==> src/rtl/delay_line_mc_pkg.sv <==
// Shared constants for the multi-channel delay line: fine tap width,
// default fine tap limit, config FSM state encoding and a width helper.
package delay_line_mc_pkg;

    localparam int FINE_W       = 3;
    localparam int FINE_MAX_DEF = 5;

    // Config FSM state encoding (also visible on the debug state output).
    localparam logic [1:0] ST_IDLE  = 2'd0;
    localparam logic [1:0] ST_DRAIN = 2'd1;
    localparam logic [1:0] ST_APPLY = 2'd2;

    // ceil(log2(n)), never less than 1 so a single channel still gets a select bit.
    function automatic int clog2_min1(input int n);
        int r;
        r = 0;
        while ((32'd1 << r) < n) begin
            r = r + 1;
        end
        return (r < 1) ? 1 : r;
    endfunction

endpackage

==> src/rtl/delay_line_ch.sv <==
// One delay channel: shift history, coarse tap select into a registered
// output, in-flight (busy) detection and the per-channel coarse/fine codes.
module delay_line_ch
    import delay_line_mc_pkg::*;
#(
    parameter int COARSE_W = 3
)(
    input  logic                clk_i,
    input  logic                rst_i,
    input  logic                in_i,
    input  logic                gate_i,   // force the input bit to 0 (drain/apply)
    input  logic                apply_i,  // load new codes and clear history
    input  logic [COARSE_W-1:0] coarse_i,
    input  logic [FINE_W-1:0]   fine_i,
    output logic                out_o,
    output logic                busy_o,
    output logic [FINE_W-1:0]   fine_o
);

    localparam int DEPTH = 1 << COARSE_W;

    // hist_q[j] holds the input bit sampled j+1 edges ago. Together with the
    // live input (tap 0) this gives DEPTH selectable taps, so coarse=0 is a
    // single register of latency through out_q.
    logic [DEPTH-2:0]    hist_q;
    logic [DEPTH-2:0]    hist_d;
    logic [DEPTH-1:0]    taps;
    logic                in_eff;
    logic                out_q;
    logic [COARSE_W-1:0] coarse_q;
    logic [FINE_W-1:0]   fine_q;

    // Tap vector and next history; apply wipes stale bits that a larger new
    // coarse setting would otherwise expose.
    always_comb begin
        in_eff = in_i & ~gate_i;
        taps   = {hist_q, in_eff};
        hist_d = apply_i ? '0 : taps[DEPTH-2:0];
    end

    // Busy: any history bit that will still reach out_o under the current coarse.
    always_comb begin
        busy_o = 1'b0;
        for (int j = 0; j < DEPTH - 1; j++) begin
            if (j < int'(coarse_q)) begin
                busy_o = busy_o | hist_q[j];
            end
        end
    end

    // History shift register and registered output tap.
    always_ff @(posedge clk_i) begin
        if (rst_i) begin
            hist_q <= '0;
            out_q  <= 1'b0;
        end else begin
            hist_q <= hist_d;
            out_q  <= taps[coarse_q];
        end
    end

    // Coarse/fine codes change only on apply, when the channel is empty.
    always_ff @(posedge clk_i) begin
        if (rst_i) begin
            coarse_q <= '0;
            fine_q   <= '0;
        end else if (apply_i) begin
            coarse_q <= coarse_i;
            fine_q   <= fine_i;
        end
    end

    assign out_o  = out_q;
    assign fine_o = fine_q;

endmodule

==> src/rtl/delay_line_mc.sv <==
// Multi-channel programmable delay line. A config request drains the target
// channel (its input forced low, dropped ones counted), then applies the new
// coarse delay and fine tap code in one cycle while other channels keep running.
//
// Config handshake: a request transfers on a rising edge where cfg_valid and
// cfg_ready are both high; cfg_ch/cfg_coarse/cfg_fine are latched on that edge.
// cfg_ready is a register (high only in IDLE), so it never depends on cfg_valid
// combinationally; the requester may change or drop cfg_valid at any time.
module delay_line_mc
    import delay_line_mc_pkg::*;
#(
    parameter int NCH      = 4,
    parameter int COARSE_W = 3,
    parameter int FINE_MAX = FINE_MAX_DEF,
    localparam int CH_W    = clog2_min1(NCH)
)(
    input  logic                  clk,
    input  logic                  rst,
    input  logic [NCH-1:0]        in_pulse,
    input  logic                  cfg_valid,
    output logic                  cfg_ready,
    input  logic [CH_W-1:0]       cfg_ch,
    input  logic [COARSE_W-1:0]   cfg_coarse,
    input  logic [FINE_W-1:0]     cfg_fine,
    output logic [NCH-1:0]        out_pulse,
    output logic [NCH*FINE_W-1:0] fine_sel,
    output logic [NCH-1:0]        busy,
    output logic [7:0]            drop_cnt,
    output logic [1:0]            dbg_state
);

    localparam logic [CH_W:0]   NCH_V   = (CH_W + 1)'(NCH);
    localparam logic [FINE_W-1:0] FMAX_V = FINE_W'(FINE_MAX);

    logic [1:0]          state_q, state_d;
    logic [CH_W-1:0]     tgt_q, tgt_d;
    logic                ok_q, ok_d;
    logic [COARSE_W-1:0] coarse_req_q, coarse_req_d;
    logic [FINE_W-1:0]   fine_req_q, fine_req_d;
    logic [7:0]          drop_q, drop_d;
    logic                ready_q;

    logic                hs;
    logic                ch_ok;
    logic [FINE_W-1:0]   fine_clamped;
    logic [NCH-1:0]      sel;
    logic [NCH-1:0]      gate;
    logic [NCH-1:0]      apply_vec;
    logic                tgt_busy;
    logic                drop_hit;

    // Request decode: handshake, channel range check and fine clamp.
    always_comb begin
        hs           = cfg_valid & ready_q;
        ch_ok        = ({1'b0, cfg_ch} < NCH_V);
        fine_clamped = (cfg_fine > FMAX_V) ? FMAX_V : cfg_fine;
    end

    // Per-channel target select; gating covers both DRAIN and APPLY so an
    // input coinciding with the apply cycle is dropped as well.
    always_comb begin
        sel = '0;
        for (int c = 0; c < NCH; c++) begin
            sel[c] = ok_q && (tgt_q == CH_W'(c));
        end
        gate      = sel & {NCH{state_q != ST_IDLE}};
        apply_vec = sel & {NCH{state_q == ST_APPLY}};
        tgt_busy  = |(busy & sel);
        drop_hit  = |(in_pulse & gate);
    end

    // Config FSM next state and request latch; invalid channels skip DRAIN
    // and pass through an APPLY that touches nothing.
    always_comb begin
        state_d      = state_q;
        tgt_d        = tgt_q;
        ok_d         = ok_q;
        coarse_req_d = coarse_req_q;
        fine_req_d   = fine_req_q;
        case (state_q)
            ST_IDLE: begin
                if (hs) begin
                    tgt_d        = cfg_ch;
                    ok_d         = ch_ok;
                    coarse_req_d = cfg_coarse;
                    fine_req_d   = fine_clamped;
                    state_d      = ch_ok ? ST_DRAIN : ST_APPLY;
                end
            end
            ST_DRAIN: begin
                if (!tgt_busy) begin
                    state_d = ST_APPLY;
                end
            end
            ST_APPLY: state_d = ST_IDLE;
            default:  state_d = ST_IDLE;
        endcase
    end

    // Saturating drop counter.
    always_comb begin
        drop_d = (drop_hit && (drop_q != 8'hFF)) ? drop_q + 8'd1 : drop_q;
    end

    // FSM, request, ready and drop counter registers.
    always_ff @(posedge clk) begin
        if (rst) begin
            state_q      <= ST_IDLE;
            tgt_q        <= '0;
            ok_q         <= 1'b0;
            coarse_req_q <= '0;
            fine_req_q   <= '0;
            drop_q       <= '0;
            ready_q      <= 1'b0;
        end else begin
            state_q      <= state_d;
            tgt_q        <= tgt_d;
            ok_q         <= ok_d;
            coarse_req_q <= coarse_req_d;
            fine_req_q   <= fine_req_d;
            drop_q       <= drop_d;
            ready_q      <= (state_d == ST_IDLE);
        end
    end

    for (genvar c = 0; c < NCH; c++) begin : g_ch
        delay_line_ch #(
            .COARSE_W (COARSE_W)
        ) u_ch (
            .clk_i    (clk),
            .rst_i    (rst),
            .in_i     (in_pulse[c]),
            .gate_i   (gate[c]),
            .apply_i  (apply_vec[c]),
            .coarse_i (coarse_req_q),
            .fine_i   (fine_req_q),
            .out_o    (out_pulse[c]),
            .busy_o   (busy[c]),
            .fine_o   (fine_sel[c*FINE_W +: FINE_W])
        );
    end

    assign cfg_ready = ready_q;
    assign drop_cnt  = drop_q;
    assign dbg_state = state_q;

endmodule
==> config.mk <==
export PLATFORM = sky130hd
export DESIGN_NAME = delay_line_mc
export DESIGN_NICKNAME = d
export VERILOG_FILES = /design/src/rtl/delay_line_mc_pkg.sv /design/src/rtl/delay_line_ch.sv /design/src/rtl/delay_line_mc.sv
export SDC_FILE = /design/constraint.sdc
export NUM_CORES = 1
export LEC_CHECK = 0
export ABC_AREA = 1
export CORE_ASPECT_RATIO = 0.75
export CORE_MARGIN = 2
export CORE_UTILIZATION = 60
export CTS_BUF_LIST = sky130_fd_sc_hd__clkbuf_2
export CTS_CLUSTER_SIZE = 28
export DETAILED_ROUTE_END_ITERATION = 16
export DONT_BUFFER_PORTS = 1
export PLACE_DENSITY = 0.8
export SLEW_MARGIN = 20
export SYNTH_ARGS = -nofsm -noshare
export SYNTH_HDL_FRONTEND = slang
export SYNTH_HIERARCHICAL = 1
export SYNTH_SLANG_ARGS = --single-unit
==> constraint.sdc <==
create_clock -name clk -period 1.6 [get_ports clk]
set_input_delay 0 -clock clk [delete_from_list [all_inputs] [get_ports clk]]
set_output_delay 0 -clock clk [all_outputs]
set_load 0.005 [all_outputs]
==> results by stage <==
Route:
- The post-detailed-routing wire length is about 7300 µm.
- For this block, the initial DRC count from the detailed router was 144.
- Using the TritonRoute via totals, the vias-per-cell ratio works out to 5.36.
- The count of unresolved DRC violations after routing is 0.
- Detailed routing inserted a total of 2950 vias.
- After detailed routing, the average wire length per cell comes to 13.2 µm.
- The remaining number of nets flagged by the antenna check after routing is 0.
- The first-pass iteration count of the detailed router is 6.

Clock network:
- TritonCTS built the clock tree.
- The clock passes through at most 2 buffers.
- The number of buffers inserted during clock tree synthesis is 9.
- The H-tree generated during clock tree synthesis spans 3 levels.
- Clock-pin slew was measured on the worst setup and hold paths at 0.20 ns.
- The clock network latency to the later pin of the worst-skew pair is 0.52 ns.
- The tree built by TritonCTS fans out to 76 sinks.
- The cell sitting at the root of the clock tree is a sky130_fd_sc_hd__clkbuf_2.

Timing:
- In the post-route analysis, the smallest setup slack over all paths is 0.0106 ns.
- Summed over all failing endpoints, the final setup total negative slack is 0 ns.
- The hold violation total from the final report is 0.
- The worst pin sits at a relative slew slack of between 50 and 60%.
- Setup repair after global routing could not meet its margin everywhere.
- Dividing the final minimum period by the clock period gives 99.3%.
- The total setup violations reported at the end of the flow is 0.
- The maximum clock frequency is 629 MHz.
- Final hold analysis gives a worst-case slack of approximately 0.021 ns.
- The shortest clock period the worst path allows after layout is approximately 1.6 ns.
- The maximum clock skew at final layout is between 0.015 and 0.02 ns.
- For the pin with the worst max-slew slack, the measured transition is 0.633 ns.
- The final count of pins violating max slew is 0.

Placed design:
- The total of buffers placed on input and output ports is 0.
- The congestion estimate from routability-driven global placement came to ~0.95.
- The wire-length estimate of the detail-placed layout is 4990 µm.
- The standard cell area after detailed placement is 3310 µm².
- At the placement stage, the worst setup path has a slack of 0.0870 ns.

Cells and area:
- Compared with the post-synthesis result, the final layout area differs by 15.1%.
- The filler cells instantiated in the layout total ~400.
- Summing all non-filler instances in the final layout gives an area of 3660 µm².
- The core utilization of the finished layout is 73.1%.
- Summing all multi-input logic gate instances after layout gives 1430 µm².
- The number of antenna diodes in the final layout is 0.
- Of the cells placed in the final design, the portion with a size suffix greater than 1 is 10.3%.
- The sequential standard cell area is 1540 µm².
- In the final design database the tool counted 489 nets.

Logic synthesis:
- The most common flop cell mapped by yosys is sky130_fd_sc_hd__dfxtp_1.
- Synthesis produced about 440 cells.
- The most numerous cell in the Yosys netlist is sky130_fd_sc_hd__nor2_1.
- Counting distinct cell types in the post-synthesis netlist gives 25.
- The library cell with the largest summed area after synthesis is sky130_fd_sc_hd__dfxtp_1.
- The synthesized area per cell is 7.20 µm².
- The post-synthesis register bit count is 76.
- After synthesis the cells add up to 3180 µm².
- In the post-synthesis netlist, the biggest area contributors are sky130_fd_sc_hd__dfxtp_1, sky130_fd_sc_hd__nor2_1, sky130_fd_sc_hd__nand2_1, sky130_fd_sc_hd__o21ai_0, sky130_fd_sc_hd__inv_1.
- The commonest cells after synthesis are sky130_fd_sc_hd__nor2_1, sky130_fd_sc_hd__dfxtp_1, sky130_fd_sc_hd__nand2_1, sky130_fd_sc_hd__inv_1, sky130_fd_sc_hd__o21ai_0.
- In this run, synthesis inferred 0 flip-flops with an integrated enable.
- The sequential fraction of the synthesis area is 47.8%.
- The proportion of netlist area held by the largest area contributor is approximately 48%.
- The synthesized netlist net count is 458.
- For this run, asynchronously set or reset flops after synthesis account for 0%.
- The Yosys warning count is 6.

Worst setup path:
- In this run the worst path has a maximum fanout of 8.
- The sort of element at the start of the critical path is a register.
- At the worst endpoint, the arrival time is 2.04 ns.
- The largest single stage delay on the critical path is 0.42 ns.
- The largest individual stage delay along the critical path comes from the cell sky130_fd_sc_hd__dfxtp_1.
- The signal on the critical path passes through nor2_4, nor2_1, nand2_1, nand2_1, o21ai_4, nand2_1, a21oi_1.
- In this design, the critical path's most frequently occurring cell is sky130_fd_sc_hd__nand2_1.
- The endpoint kind of the worst setup timing path is a register.
- The start-to-end type of the worst setup path is register to register.
- The required time at the endpoint of the critical path is 2.05 ns.

GRT:
- The number of global-route vias before repair is 2647.
- The largest net degree at the start of global routing is 16.
- The total overflow left after global routing is 0.
- The first-pass GRT wire length is 11800 µm.
- The global-route usage over all layers is 26.3%.
- The number of antenna violations at the first check in global routing is 0.

Floorplan:
- The full die area is 5910 µm².
- The initial utilization of the core area, before any placement, comes to 63.5%.
- The die is 67.1 µm tall.
- After floorplanning, the core was divided into 22 placement rows.
- The die width is 88.1 µm.
- The region available for standard cell placement spans 5010 µm².
- The I/O pin count is 46.

Status:
- The run finished with clean final reports.

Min path:
- The tightest min-delay check is of the primary input to register type.

Pwr:
- The leakage power figure is 1.55 nW.
- The power per cell area is 991 nW/µm².
- Across the VDD grid, the largest voltage drop is 0.888 mV.

Run:
- The max capacitance violation total is 0.
report_power, final:
part	internal [mW]	leakage, nW	switching (mW)
clock network	0.839	0.104	0.640
logic	0.0664	0.822	0.104
registers	1.94	0.622	0.0432
logic make-up (layout without fill, tap and decap cells):
| kind of cell | count (synthesis) | count (layout) | share of synthesized area (%) |
|---|---|---|---|
| simple gates | 217 | 217 | 29.9 |
| fa+ha+maj | 1 | 1 | 0.393 |
| flops | 76 | 76 | 47.8 |
| xor+xnor | 4 | 4 | 1.10 |
| compound gates | 81 | 81 | 13.4 |
| buf+inv | 63 | 99 | 7.43 |
sequential cells by signal, indices dropped and copies added, names as in the netlist:
register            cells
g_ch.u_ch/out_o         4
g_ch.u_ch/coarse_q     12
g_ch.u_ch/fine_o       12
g_ch.u_ch/hist_q       28
drop_cnt                8
coarse_req_q            3
cfg_ready               1
dbg_state               2
fine_req_q              3
ok_q                    1
tgt_q                   2
critical path: cells and delay by family (launching register included):
kind,cells,cell delay (ns)
AOI/OAI and AO/OA,2,0.45
DFF,1,0.42
and+or+nand+nor,5,0.65
metrics by stage:
step	total power [mW]	std cells
6_report	3.63	550
5_1_grt	3.76	550
3_3_place_gp	2.14	518
4_1_cts	3.65	548
2_1_floorplan	2.11	442
3_5_place_dp	2.15	518
layout by cell type, fill, tap and decap left out, drive strengths merged:
cell type | synthesis | routed
a211oi | 1 | 1
a21oi | 33 | 33
a32o | 1 | 1
buf | 0 | 7
bufinv | 0 | 4
clkbuf | 1 | 11
clkinv | 1 | 2
dfxtp | 76 | 76
dlygate4sd3 | 0 | 14
ha | 1 | 1
inv | 61 | 61
nand2 | 74 | 74
nand3 | 41 | 41
nand3b | 5 | 5
nand4 | 1 | 1
nor2 | 88 | 88
nor3 | 4 | 4
nor3b | 4 | 4
o21ai | 45 | 45
o22ai | 1 | 1
xor2 | 4 | 4
layout make-up:
cell class | count | area share (%)
sequential | 76 | 41.9
multi-input combinational | 303 | 39.1
clock buffer | 11 | 1.50
timing repair buffer | 21 | 5.26
clock inverter | 5 | 3.38
tap | 72 | 2.46
inverter | 62 | 6.35
what timing repair did:
action / in CTS / in global routing
setup endpoints to repair: 0 / 23
buffers inserted: 0 / 2
hold endpoints to repair: 76 / 0
hold buffers: 14 / 0
gates resized for setup: 0 / 14
layer usage:
layer | wire length [µm] | share of wire (%) | vias up | GRT usage, %
li1 | - | - | 1492 | -
met1 | 3360 | 46 | 1327 | 33.4
met2 | 3220 | 44 | 113 | 42.1
met3 | 556 | 7.7 | 18 | 9.42
met4 | 129 | 1.8 | 0 | 8.14
met5 | 0 | 0 | - | 0
path summary, 6_finish.rpt:
check | from | to | slack, ns | depth (start not counted)
worst max-delay path | dbg_state[1] | drop_cnt[5] | 0.01 | 7
worst min-delay path | in_pulse[2] | drop_cnt[1] | 0.02 | 6
worst max register to register | dbg_state[1] | drop_cnt[5] | 0.01 | 7
worst min register to register | g_ch[3].u_ch/hist_q[2] | g_ch[3].u_ch/hist_q[3] | 0.44 | 2
Power figures use the tool's default switching activity.
